### config.mk
export PLATFORM = sky130hd
export DESIGN_NAME = interrupt_entry_sequencer
export DESIGN_NICKNAME = d
export VERILOG_FILES = /design/src/rtl/interrupt_entry_sequencer.sv
export SDC_FILE = /design/constraint.sdc
export NUM_CORES = 1
export LEC_CHECK = 0
export ABC_AREA = 1
export CAP_MARGIN = 15
export CELL_PAD_IN_SITES_DETAIL_PLACEMENT = 2
export CELL_PAD_IN_SITES_GLOBAL_PLACEMENT = 2
export CORE_ASPECT_RATIO = 1.25
export CORE_MARGIN = 1.5
export CORE_UTILIZATION = 24
export CTS_CLUSTER_DIAMETER = 40
export DETAILED_ROUTE_END_ITERATION = 8
export PLACE_DENSITY_LB_ADDON = 0.12
export SYNTH_ARGS = -nofsm -noshare
export SYNTH_HDL_FRONTEND = slang
export SYNTH_SLANG_ARGS = --single-unit
### constraint.sdc
create_clock -name clk -period 2.3 [get_ports clk]
set_clock_uncertainty 0.05 [all_clocks]
set_input_delay 0.46 -clock clk [delete_from_list [all_inputs] [get_ports clk]]
set_output_delay 0.46 -clock clk [all_outputs]
set_load 0.05 [all_outputs]
### src/rtl/interrupt_entry_sequencer.sv
// Interrupt entry sequencer: pulls a request from the interrupt controller, arbitrates it against
// the current PSW priority, pushes PC/LR/PSW, fetches the vector and hands the new context to the CPU.
module interrupt_entry_sequencer #(
    parameter logic [15:0] VEC_BASE = 16'hFFC0,
    parameter logic [15:0] LR_MAGIC = 16'hFFFF
) (
    input  logic        clk,
    input  logic        rst,
    input  logic        pi,
    input  logic [7:0]  dev_code,
    input  logic [2:0]  dev_pri,
    output logic        int_read,
    input  logic        boundary,
    input  logic [15:0] psw_in,
    input  logic [15:0] pc_in,
    input  logic [15:0] lr_in,
    input  logic [15:0] sp_in,
    output logic [15:0] mem_addr,
    output logic [15:0] mem_wdata,
    output logic        mem_rd,
    output logic        mem_wr,
    input  logic [15:0] mem_rdata,
    input  logic        mem_ready,
    output logic        busy,
    output logic        ctx_load,
    output logic [15:0] new_pc,
    output logic [15:0] new_psw,
    output logic [15:0] new_lr,
    output logic [15:0] new_sp,
    output logic [3:0]  state_dbg
);

    // Handshake: a memory request (mem_rd or mem_wr with mem_addr/mem_wdata) is held stable
    // until the cycle mem_ready=1 is sampled with it; that cycle completes the transfer.
    typedef enum logic [3:0] {
        IDLE      = 4'd0,
        READ      = 4'd1,
        ARB       = 4'd2,
        STACK_PC  = 4'd3,
        STACK_LR  = 4'd4,
        STACK_PSW = 4'd5,
        FETCH_PSW = 4'd6,
        FETCH_PC  = 4'd7,
        COMMIT    = 4'd8
    } state_t;

    state_t      state, state_next;
    logic [15:0] pc_snap, lr_snap, psw_snap, sp_reg;
    logic [2:0]  cur_idx, cur_pri;
    logic        use_def;
    logic        def_valid;
    logic [2:0]  def_idx, def_pri;
    logic [15:0] new_pc_r, new_psw_r;

    logic        take_def, take_new, defer;
    logic [15:0] sp_dec, vec_addr;
    logic [2:0]  unused_rdata_bits;

    assign sp_dec            = sp_reg - 16'd2;
    assign vec_addr          = VEC_BASE + {11'd0, cur_idx, 2'b00};
    assign unused_rdata_bits = mem_rdata[7:5];

    assign new_pc    = new_pc_r;
    assign new_psw   = new_psw_r;
    assign new_lr    = LR_MAGIC;
    assign new_sp    = sp_reg;
    assign state_dbg = state;

    always_comb begin
        state_next = state;
        int_read   = 1'b0;
        mem_rd     = 1'b0;
        mem_wr     = 1'b0;
        mem_addr   = 16'h0000;
        mem_wdata  = 16'h0000;
        busy       = 1'b0;
        ctx_load   = 1'b0;
        take_def   = 1'b0;
        take_new   = 1'b0;
        defer      = 1'b0;
        case (state)
            IDLE: begin
                if (def_valid && (def_pri > psw_in[7:5]) && psw_in[4] && boundary) begin
                    take_def   = 1'b1;
                    state_next = STACK_PC;
                end else if (!def_valid && pi && psw_in[4] && boundary) begin
                    state_next = READ;
                end
            end
            READ: begin
                int_read   = 1'b1;
                state_next = ARB;
            end
            ARB: begin
                // A zero device code means the request vanished: drop it without stacking.
                if (dev_code == 8'h00) begin
                    state_next = IDLE;
                end else if (dev_pri > psw_in[7:5]) begin
                    take_new   = 1'b1;
                    state_next = STACK_PC;
                end else begin
                    defer      = 1'b1;
                    state_next = IDLE;
                end
            end
            STACK_PC, STACK_LR, STACK_PSW: begin
                busy     = 1'b1;
                mem_wr   = 1'b1;
                mem_addr = sp_dec;
                case (state)
                    STACK_PC: mem_wdata = pc_snap;
                    STACK_LR: mem_wdata = lr_snap;
                    default:  mem_wdata = psw_snap;
                endcase
                if (mem_ready) begin
                    case (state)
                        STACK_PC: state_next = STACK_LR;
                        STACK_LR: state_next = STACK_PSW;
                        default:  state_next = FETCH_PSW;
                    endcase
                end
            end
            FETCH_PSW: begin
                busy     = 1'b1;
                mem_rd   = 1'b1;
                mem_addr = vec_addr;
                if (mem_ready) state_next = FETCH_PC;
            end
            FETCH_PC: begin
                busy     = 1'b1;
                mem_rd   = 1'b1;
                mem_addr = vec_addr + 16'd2;
                if (mem_ready) state_next = COMMIT;
            end
            COMMIT: begin
                busy       = 1'b1;
                ctx_load   = 1'b1;
                state_next = IDLE;
            end
            default: state_next = IDLE;
        endcase
    end

    always_ff @(posedge clk) begin
        if (rst) begin
            state     <= IDLE;
            pc_snap   <= 16'h0000;
            lr_snap   <= 16'h0000;
            psw_snap  <= 16'h0000;
            sp_reg    <= 16'h0000;
            cur_idx   <= 3'd0;
            cur_pri   <= 3'd0;
            use_def   <= 1'b0;
            def_valid <= 1'b0;
            def_idx   <= 3'd0;
            def_pri   <= 3'd0;
            new_pc_r  <= 16'h0000;
            new_psw_r <= 16'h0000;
        end else begin
            state <= state_next;
            if (take_def || take_new) begin
                pc_snap  <= pc_in;
                lr_snap  <= lr_in;
                psw_snap <= psw_in;
                sp_reg   <= sp_in;
                use_def  <= take_def;
            end
            if (take_def) begin
                cur_idx <= def_idx;
                cur_pri <= def_pri;
            end
            if (take_new) begin
                cur_idx <= dev_code[4:2];
                cur_pri <= dev_pri;
            end
            if (defer) begin
                def_valid <= 1'b1;
                def_idx   <= dev_code[4:2];
                def_pri   <= dev_pri;
            end
            // SP pre-decrements only when a push completes; 16-bit wrap is intended.
            if (mem_wr && mem_ready) sp_reg <= sp_dec;
            if (state == FETCH_PSW && mem_ready)
                new_psw_r <= {mem_rdata[15:8], cur_pri, mem_rdata[4:0]};
            if (state == FETCH_PC && mem_ready) new_pc_r <= mem_rdata;
            if (state == COMMIT && use_def) def_valid <= 1'b0;
        end
    end

endmodule
==> flow_summary.yaml <==
global_route:
  overflow: 0
  grt_pass1_vias: 6952
  antenna_found_initial: 0
  grt_pass1_wl_um: 38600
  track_usage: 0.204
  grt_max_degree: 85
layout:
  fin_util: 0.424
  nets: 1129
  antenna_cells: 0
  drive_above_1_share: 0.240
  syn_to_final_growth_pct: 72.9
  finish.instance_area_um2: 9770
  stdcell_count: 1327
routing:
  met2_length_um: 13000
  routed.top_layer: "met4"
  wl_met1_um: 10400
  drt-total-wl_um: 24400
  wl_per_cell_um: 18.4
  via_per_inst: 4.80
  ant_nets: 0
  drtIter0Drc: 195
  met3_wirelength_um: 844
  drc: 0
  via_count: 6373
  drt_pass1_iterations: 4
status:
  outcome: "finished with violations"
  violations: "setup timing"
synthesis:
  synth-edff-count: 0
  synth_top_area_share: 0.404
  ys_seq_area_frac: 0.404
  netlist_area_um2: 5650
  synth_area_leaders: "dfxtp_1 40%, nand2_1 14%, a21oi_1 8.8%"
  ys_top_cells_by_count: "213 x nand2_1, 114 x dfxtp_1, 99 x a21oi_1"
  synth_largest_area_cell: "dfxtp_1"
  postSynthCellCount: 810
  synth_seq_cells: 114
  syn_avg_cell_area_um2: 6.98
  synth-main-ff-cell: "dfxtp_1"
  ys_async_sr_fraction: 0
  yosysMostFrequentCell: "nand2_1"
  synth_cell_types: 34
  yosysWarningCount: 0
sta:
  period_needed_ns: 2.44
  rsz0062_at_grt: "yes"
  setup_violations: 29
  max_freq_mhz: 410
  hold_violations: 0
  worst_slack_ns: -0.141
  final-max-slew-violation-count: 0
  max-slew-margin-rel: 0.621
  worst_pin_slew_ns: 0.566
  fin_crit_sh: 1.06
floorplan:
  io_pins: 201
  rows: 62
  start_util: 0.245
  core_um2: 23000
  die_w_um: 140
  die_h_um: 175
  dieArea_um2: 24500
placement:
  hpwlAfterDp_um: 16800
  io_buffers: 184
  dpl_cell_area_um2: 8690
  gp_congestion: 0.746
  dp.cells: 1276
setup_path:
  critPathArrivalTime_ns: 1.93
  end_kind: "primary output"
  critical_path_class: "reg2out"
  start_kind: "register"
  reg2reg_slack_ns: 0.38
  worstPathRequired_ns: 1.79
  critPathMaxFanout: 10
hold_path:
  hold_class: "reg2reg"
clocking:
  cts_max_path_buffers: 2
  ctsHoldBuffers: 0
  clkSlewWorstSetupHoldPaths_ns: 0.06
  cts_root_buf: "clkbuf_16"
  insertion_delay_ns: 0.42
  numCtsBuffers: 17
  htree_levels: 4
  cts_tree: "built"
  cts.sinks: 114
power:
  power_density_nw_per_um2: 543
  vdd.ir_drop.worst_mv: 0.507
  p_leak_nw: 3.68
run:
  cap_violations: 0
## flip-flops by register name, indices dropped and copies added (netlist names)
name,cells
cur_pri,3
lr_snap,16
psw_snap,16
def_pri,3
pc_snap,16
def_idx,3
cur_idx,3
state_dbg,4
new_pc,16
def_valid,1
new_sp,16
use_def,1
new_psw,16
## cell type report
class,instances,area [um2]
multi-input cells,586,3460
fillers,2565,13300
flip-flops and latches,114,2310
clock inverters,15,153
inverters,61,269
clock buffers,17,425
well taps,288,360
repair buffers,246,2790
## cells in the final DEF (no fill, tap or decap), drive strengths merged
master	instances
nor2	53
o211ai	1
nand4	14
nand2	221
clkinvlp	2
clkdlybuf4s50	140
o21ai	36
a22o	1
o22ai	1
inv	67
buf	99
nor3	4
xor2	1
xnor2	2
bufinv	1
a31oi	30
clkbuf	18
o2111ai	1
clkinv	6
conb	16
a21oi	100
dfxtp	114
dlygate4sd2	2
dlymetal6s2s	4
nand3	93
nand3b	4
ha	7
or2	1
## power breakdown
group / leakage [nW] / internal [W] / switching [W]
Combinational: 2.47 / 0.000287 / 0.000377
Clock: 0.281 / 0.00152 / 0.00112
Sequential: 0.926 / 0.00199 / 0.0000209
## final timing paths
path,cells after the start,startpoint,to
setup / recovery,10,state_dbg[2],mem_wdata[11]
hold reg to reg,1,use_def,def_valid
setup reg to reg,11,state_dbg[2],new_sp[5]
hold / removal,1,use_def,def_valid
## stage by stage
step | hold slack (ns) | setup WS, ns | total power (W) | setup TNS [ns]
floorplan | 0.356 | 0.000684 | 0.00238 | 0
global route | 0.398 | -0.218 | 0.00551 | -4.67
finish | 0.385 | -0.141 | 0.00531 | -2.34
detailed placement | 0.377 | -0.353 | 0.00268 | -21.06
global placement | 0.367 | -0.229 | 0.00268 | -13.03
CTS | 0.390 | -0.135 | 0.00537 | -2.05
## worst max-delay path: stages, from the launching register on
cell and delay [ns]:
dfxtp_4 0.37, inv_4 0.07, nor2_4 0.05, inv_4 0.06
nor2_4 0.04, buf_12 0.13, nor2_4 0.15, buf_6 0.18
nand2_1 0.09, a31oi_4 0.20, buf_12 0.16
## per-layer routing
| metal | vias to the layer above | track usage |
|---|---|---|
| met4 | 0 | 0.0430 |
| li1 | 3112 | - |
| met5 | - | 0 |
| met3 | 15 | 0.0380 |
| met1 | 3102 | 0.245 |
| met2 | 144 | 0.374 |
## cells by family after synthesis
group,share of synthesized area
simple gates,0.310
other cells,0.000664
fa+ha+maj,0.0155
flops,0.404
xor+xnor,0.00465
buf+inv,0.105
compound gates,0.160
## what timing repair did
action / 4_1_cts / 5_1_grt
pin swaps: 23 / 22
gates cloned: 1 / 1
resized for setup: 69 / 42
buffers inserted: 15 / 3
endpoints found under the hold margin: 0 / 0
endpoints found under the setup margin: 31 / 52
Power figures use the tool's default switching activity.
==> edit, RTL diff (same settings) <==
Register the output `state_dbg` once more, cleared by the reset; this adds one clock of latency there. The other outputs are not delayed to match.
--- a/src/rtl/interrupt_entry_sequencer.sv
+++ b/src/rtl/interrupt_entry_sequencer.sv
@@ -66,3 +66,9 @@
     assign new_sp    = sp_reg;
-    assign state_dbg = state;
+    always_ff @(posedge clk) begin
+        if (rst) begin
+            state_dbg <= '0;
+        end else begin
+            state_dbg <= state;
+        end
+    end
 
Formal check against the unedited RTL: not equivalent (a bounded check fails within 4 cycles, from zero or initial values and one cycle with rst high).
==> edit against the unedited design <==
The flow still finishes with violations (negative setup slack); setup slack better by 0.0085 ns; final cell count is 4.1% higher; sequential cell count is 4 higher; cell area is 5.4% higher; synthesized area is 1.1% higher; utilization is 2.0 points higher; count of clock-buffer cells in the layout stayed put; first-iteration DRC count is 2.6% lower; wire length is 8.7% higher; worst hold slack better by 0.011 ns.
Power is not compared: it rests on default switching activity, and its combinational part moved more than twofold at a synthesized area within 25%.
==> edit: results (changes against the unedited design) <==
outcome: "complete, but fails checks"
violations: "negative setup slack"
routed_wirelength_um: 26540  # +8.7%
grt_max_degree: 102  # +20%
worst_pin_slew_ns: 0.5396  # -0.02642 ns
instances_no_fill: 1382  # +4.1%
grt_pass1_wl_um: 38480  # -0.22%
nets: 1184  # +4.9%
finalWorstSetupSlack_ns: -0.1322  # +0.008464 ns
grt_util_met3_pct: 4.716  # +0.91 points
slowest_stage: "dfxtp_2"
drive_above_1_share_pct: 26.78  # +2.8 points
grt_pass1_vias: 7012  # +0.86%
met2_usage_pct: 38.07  # +0.72 points
cp_max_fo: 7  # -3
hold_path_startpoint: "new_pc[10]$_SDFFE_PP0P_"
grt_usage_pct: 20.20  # -0.16 points
setup_viol_count_final: 24  # -17%
synth_commonest_cells: "152 x nand2_1, 150 x nor2_1, 118 x dfxtp_1"
slowest_delay_ns: 0.35  # -0.02 ns
drt-initial-drc-count: 190  # -2.6%
synth.distinct_cells: 35  # +2.9%
vias: 6547  # +2.7%
finalWeightedCongestion: 0.7738  # +3.7%
worstReg2RegStart: "state[1]$_SDFFE_PP0P_"
critPathLaunch: "new_sp[5]$_SDFFE_PP0P_"
ys_seq_area_share_pct: 41.37  # +0.98 points
post-dp-hpwl_um: 16830  # +0.20%
grtUsageMet1_pct: 22.55  # -1.9 points
place_area_um2: 8621  # -0.81%
==> edit: changes by cell type after synthesis, sizes merged, moves of 4 or more <==
cell | before | now
nor2 | 53 | 155
nand2 | 221 | 157
inv | 61 | 79
a31oi | 30 | 20
a22o | 1 | 6
buf | 40 | 36
o21ai | 36 | 104
nand3 | 93 | 28
a21oi | 100 | 55
dfxtp | 114 | 118
==> edit: layout make-up <==
type	instances	area (um^2)
well taps	288	360.3
flip-flops and latches	118	2390
multi-input cells	580	3391
inverters	81	336.6
clock buffers	17	425.4
clock inverters	15	150.1
fillers	2596	12900
repair buffers	283	3239
==> edit: cells by family after synthesis <==
group	synth area share (%)
and+or+nand+nor	26.82
buffers and inverters	12.25
DFF	41.37
xor gates and xnor gates	0.4602
adders and majority gates	1.534
other	0.06567
AOI/OAI and AO/OA	17.51
==> edit: what timing repair did <==
action                     CTS  global route
pin swaps                   21            29
setup endpoints to repair   35            41
resized for setup          110            76
setup buffers               16            18
cloned                       3             4
==> edit: worst paths after layout <==
check / to / slack (ns) / depth (start not counted)
min: new_pc[10]$_SDFFE_PP0P_ / 0.40 / 2
min reg2reg: new_pc[10]$_SDFFE_PP0P_ / 0.40 / 2
max reg2reg: new_sp[3]$_SDFFE_PP0P_ / 0.27 / 12
max: mem_addr[12] / -0.13 / 7
==> edit: per-stage QoR <==
step           setup WS [ns]  util, %
2_1_floorplan        -0.3411        -
3_3_place_gp         -0.1929    37.17
3_5_place_dp         -0.3114    37.17
4_1_cts              -0.1780    42.17
5_1_grt              -0.2114    44.37
6_report             -0.1322    44.37
==> edit: power by group through the flow <==
stage	registers, mW	clock network [mW]	logic [mW]
floorplan	2.39	0	0.969
global placement	2.33	0	1.70
detailed placement	2.34	0	1.74
CTS	2.31	2.72	1.97
global route	2.34	2.82	2.41
finish	2.33	2.66	2.24
==> edit: per-layer routing <==
layer / vias up / wire [um] / share of wire, %
li1: 3159 / - / -
met1: 3193 / 10580 / 40
met2: 163 / 14420 / 54
met3: 32 / 1004 / 3.8
met4: 0 / 528 / 2.0
met5: - / 0 / 0
==> edit: worst reg2reg max path, delay by kind of cell, from the launching register on <==
kind                   cells  cell delay (ns)
AND/OR/NAND/NOR            6             0.60
buffers and inverters      4             0.68
AO/OA/AOI/OAI              2             0.28
flip-flops                 1             0.39
